File: src/rtl/encode.sv
// ----------------------------------------------------------------------------
// encode: GF(2) vector-matrix encoder, codeword = info_bits x generator.
//
// Ports
//   clk        rising-edge clock for all state
//   rst_n      asynchronous, active-low reset
//   i_en       encode enable; samples info_bits/generator on the clk edge
//   info_bits  [K-1:0]   information word, bit K-1 is message bit 0
//   generator  [K*N-1:0] K x N matrix, row-major, MSB-first
//   codeword   [N-1:0]   registered product, bit N-1 is column 0
//   o_valid    high for the cycle after each enabled encode
// ----------------------------------------------------------------------------
module encode #(
    parameter int unsigned N = 11,
    parameter int unsigned K = 6
) (
    input  logic             clk,
    input  logic             rst_n,
    input  logic             i_en,
    input  logic [K-1:0]     info_bits,
    input  logic [K*N-1:0]   generator,
    output logic [N-1:0]     codeword,
    output logic             o_valid
);

    localparam int unsigned GW = K * N;

    // Reject illegal code dimensions at elaboration.
    if (N < 2 || K < 1 || K >= N) begin : g_param_check
        $error("encode: illegal parameters N=%0d K=%0d", N, K);
    end

    // Running XOR of the generator rows selected by the message bits.
    logic [N-1:0] partial_c [K+1];

    assign partial_c[0] = '0;

    for (genvar r = 0; r < K; r++) begin : g_row
        logic [N-1:0] row_c;
        assign row_c          = generator[GW-1-r*N -: N];
        assign partial_c[r+1] = partial_c[r] ^ (row_c & {N{info_bits[K-1-r]}});
    end

    // Output register: load on enable, hold codeword otherwise.
    always_ff @(posedge clk or negedge rst_n) begin
        if (!rst_n) begin
            codeword <= '0;
            o_valid  <= 1'b0;
        end else begin
            o_valid <= i_en;
            if (i_en) begin
                codeword <= partial_c[K];
            end
        end
    end

endmodule

File: config.mk
export PLATFORM = sky130hd
export DESIGN_NAME = encode
export DESIGN_NICKNAME = d
export VERILOG_FILES = /design/src/rtl/encode.sv
export SDC_FILE = /design/constraint.sdc
export NUM_CORES = 1
export LEC_CHECK = 0
export BUFFER_PORTS_ARGS = -buffer_cell sky130_fd_sc_hd__buf_4
export CORE_ASPECT_RATIO = 0.5
export CORE_MARGIN = 5
export CORE_UTILIZATION = 38
export DETAILED_ROUTE_END_ITERATION = 12
export PLACE_DENSITY = 0.75
export RECOVER_POWER = 100
export SYNTH_ARGS = -nofsm -noshare
export SYNTH_HDL_FRONTEND = slang
export SYNTH_SLANG_ARGS = --single-unit
File: constraint.sdc
create_clock -name clk -period 0.8 [get_ports clk]
set_input_delay 0.08 -clock clk [delete_from_list [all_inputs] [get_ports clk]]
set_output_delay 0.08 -clock clk [all_outputs]
set_load 0.02 [all_outputs]
# After elaboration in Yosys (flattened, before gate mapping)
# Index checks and enable logic that the tools add are counted.
dict set report classes {
  n_div 0
  n_mux 0
  reduce_logical 0
  magnitude_cmp 0
  addsub 0
  shift 0
  bitwise_logic 11
  n_eq_ne 0
  mul 0
}
# op count
set op_table {}
lappend op_table {{bitwise AND 11 bit} 6}
lappend op_table {{bitwise XOR 11 bit} 5}
dict set report word_totals {
  out_inout_bits 12
  latchBits 0
  register_bits 12
  in_bits 75
  mem_bits_ro 0
  mem_count 0
  ramBits 0
}

# Depth between registers and ports, before layout
dict set report depth {
  word_depth 6
  ltp_mapped 5
  mapped_depth_nobuf 4
}

# Worst setup path before layout
# No wires, ideal clock.
dict set report synth_path {
  kind {input port to flip-flop}
  startpoint {input info_bits[5]}
  endpoint {register codeword[0]}
  setup_time_ns 0.077
  slack_ns -0.214
  path_buffers 1
  arrival_ns 0.937
  path_stages 5
  path_cell_list {buf_4 > nand2_1 > xor2_1 > xnor3_1 > a21oi_1}
}
dict set report synth_via {
  elab_chain_cells 6
}
# element line
set synth_rtl {}
lappend synth_rtl {{start: declaration} 20} ;# input logic [K-1:0] info_bits,
lappend synth_rtl {{bitwise AND 11 bit} 41} ;# assign partial_c[r+1] = partial_c[r] ^ (row_c & {N{info_bits[K-1-r]}});
lappend synth_rtl {{bitwise XOR 11 bit (5 in a row)} 41}
lappend synth_rtl {{end signal: assignment} 52} ;# codeword <= partial_c[K];
lappend synth_rtl {{end: declaration} 22} ;# output logic [N-1:0] codeword,
# Every way passes these cells.
# A chain may end at the register's enable or synchronous reset.

# Final worst setup path
dict set report layout_path {
  startpoint {register codeword[2]}
  endpoint {output codeword[2]}
}
# No word-level cell between the ends.

==> impl_metrics.toml <==
[placement]
dpl.cell_count = 272
place_ws_ns = -0.416
routabilityCongestion = 0.778
dp_hpwl_mm = 3.51
io_buffers = 86

[yosys]
syn_area_mm2 = 0.00131
syn_area_per_cell_um2 = 8.60
ys_types = 12
ys_ff_latch = 12
syn_nets = 227
ys_warn_count = 0
synthCells = 152
ys_seq_area_frac = 0.230

[critical_path]
required_ns = 0.72
crit_path_cell_trace = "buf_6"
ff2ff_path_depth = 3
critical_path.max_fanout = 2
cp_slowest_cell = "dfrtp_1"
critPathLaunchType = "flip-flop"
cp.buffers_inverters = 1
crit_type = "reg2out"
slowest_delay_ns = 0.42
cp-end-kind = "primary output"
arrival_ns = 0.82
critPathTopFamily = "flip-flops"
crit_cells = 1

[pwr]
ir_worst_vdd_mv = 1.18
leakage_uw = 0.00121
power_density_mw_per_mm2 = 1410

[routing]
vias_per_cell = 4.65
drt_wl_total_mm = 4.50
firstDrtPassIters = 4
drc_errors = 0
ant_nets = 0
dr.first_iter.drc_count = 48
vias = 1308
wl_per_cell_um = 16.0

[timing]
slew_headroom = 0.678
fin_crit_sh = 1.12
skew_ns = 0
setup_viol = 21
fin_ws_ns = -0.0973
drv_slew = 0
rsz0062_at_grt = "true"
min_period_ns = 0.897
max_freq_mhz = 1110
worst_pin_slew_ns = 0.483
hold_viol = 0

[clocking]
clk_path_buf_depth = 2
cts_root_buffer = "clkbuf_8"
cts.clk_slew.worst_paths_ns = 0.05
cts_sinks = 12
insertion_delay_ns = 0.24
htree_levels = 1
cts_tree = "done"
cts_buffers = 3

[finish]
fin_cells = 281
antenna_cells = 0
area_growth_pct = 75.5
final_cell_mix = "69 x buf_4, 44 x nand2_1, 17 x nand2_2, 15 x xnor2_2, 15 x buf_6"
regArea_um2 = 300
finalNetCount = 316
layout_commonest_cell = "buf_4"
nFillCells = 251
multi_input_area_mm2 = 0.00110
layout-drive-gt1-share = 0.573

[die]
die_x_um = 93.0
rows = 15
num_io_pins = 87
fp.dieArea_mm2 = 0.00479
die_y_um = 51.5
core_mm2 = 0.00338
start_util = 0.387

[global_routing]
grt_max_degree = 24
grt_pass1_wl_mm = 6.72
antenna_found_initial = 0
grt_pass1_vias = 1306
grt_usage = 0.188
grt_remaining_overflow = 0

[outcome]
violations = "negative setup slack"
status = "complete, but fails checks"

[min_path]
hold_path_class = "in2async"

[flow_run]
drv_cap = 0
[path summary, 6_finish.rpt]
path / from / endpoint / slack (ns)
min reg2reg: codeword[7]$_DFFE_PN0P_ / codeword[7]$_DFFE_PN0P_ / 0.54
max: codeword[2]$_DFFE_PN0P_ / codeword[2] / -0.1
min in group clk: i_en / o_valid$_DFF_PN0_ / 0.31
min: rst_n / codeword[1]$_DFFE_PN0P_ / 0.27
max in group asynchronous: rst_n / codeword[8]$_DFFE_PN0P_ / 0.29
max reg2reg: codeword[10]$_DFFE_PN0P_ / codeword[10]$_DFFE_PN0P_ / -0.01
[Yosys cell counts]
cell type | instances | area [um2]
a21oi_1 | 11 | 55.1
buf_2 | 2 | 10.0
buf_4 | 3 | 22.5
buf_6 | 1 | 11.3
clkbuf_1 | 2 | 7.51
dfrtp_1 | 12 | 300
nand2_1 | 66 | 248
nor2_1 | 11 | 41.3
xnor2_1 | 12 | 105
xnor2_2 | 10 | 163
xnor3_1 | 11 | 248
xor2_1 | 11 | 96.3
[metal layers]
metal | up-vias | track usage | part of all wire
met5 | - | 0 | 0
met4 | 0 | 0.0292 | 0.0027
met1 | 634 | 0.246 | 0.45
met2 | 28 | 0.322 | 0.51
li1 | 644 | - | -
met3 | 2 | 0.0471 | 0.041
[registers in the layout, summed over array words and instances (netlist names)]
| name | flops |
|---|---|
| codeword | 11 |
| o_valid | 1 |
[repair_timing]
item | 4_1_cts | 5_1_grt
buffers inserted | 5 | 0
pin swaps | 9 | 8
setup endpoints to repair | 23 | 23
resized for setup | 38 | 12
hold endpoints to repair | 12 | 0
hold buffers | 1 | 0
[cell families after synthesis]
group / Yosys count / share of synthesized area
AND/OR/NAND/NOR: 77 / 0.221
XOR/XNOR: 44 / 0.468
flip-flops: 12 / 0.230
AO/OA/AOI/OAI: 11 / 0.0421
buffers and inverters: 8 / 0.0392
[power breakdown]
part	switching [uW]	total, uW	internal [uW]
clock network	211	542	331
logic	735	1810	1080
registers	129	881	751
total	1080	3230	2160
[per-stage QoR]
stage / instance area, um2 / TNS, ns / hold WS (ns) / total power, uW / util
6_report: 2290 / -0.739 / 0.266 / 3230 / 0.679
5_1_grt: 2290 / -1.57 / 0.284 / 3400 / 0.679
4_1_cts: 2240 / -0.800 / 0.0968 / 3200 / 0.662
3_5_place_dp: 2000 / -3.95 / -0.0680 / 2410 / 0.591
3_3_place_gp: 2000 / -3.62 / -0.0724 / 2390 / 0.591
2_1_floorplan: 1380 / -1.49 / -0.216 / 1760 / -
[layout make-up]
class,count,share of cell area
Multi-Input combinational cell,132,0.481
Timing Repair Buffer,92,0.347
Sequential cell,12,0.131
Tap cell,42,0.0229
Clock buffer,3,0.0180
(Power assumes the default switching activity.)
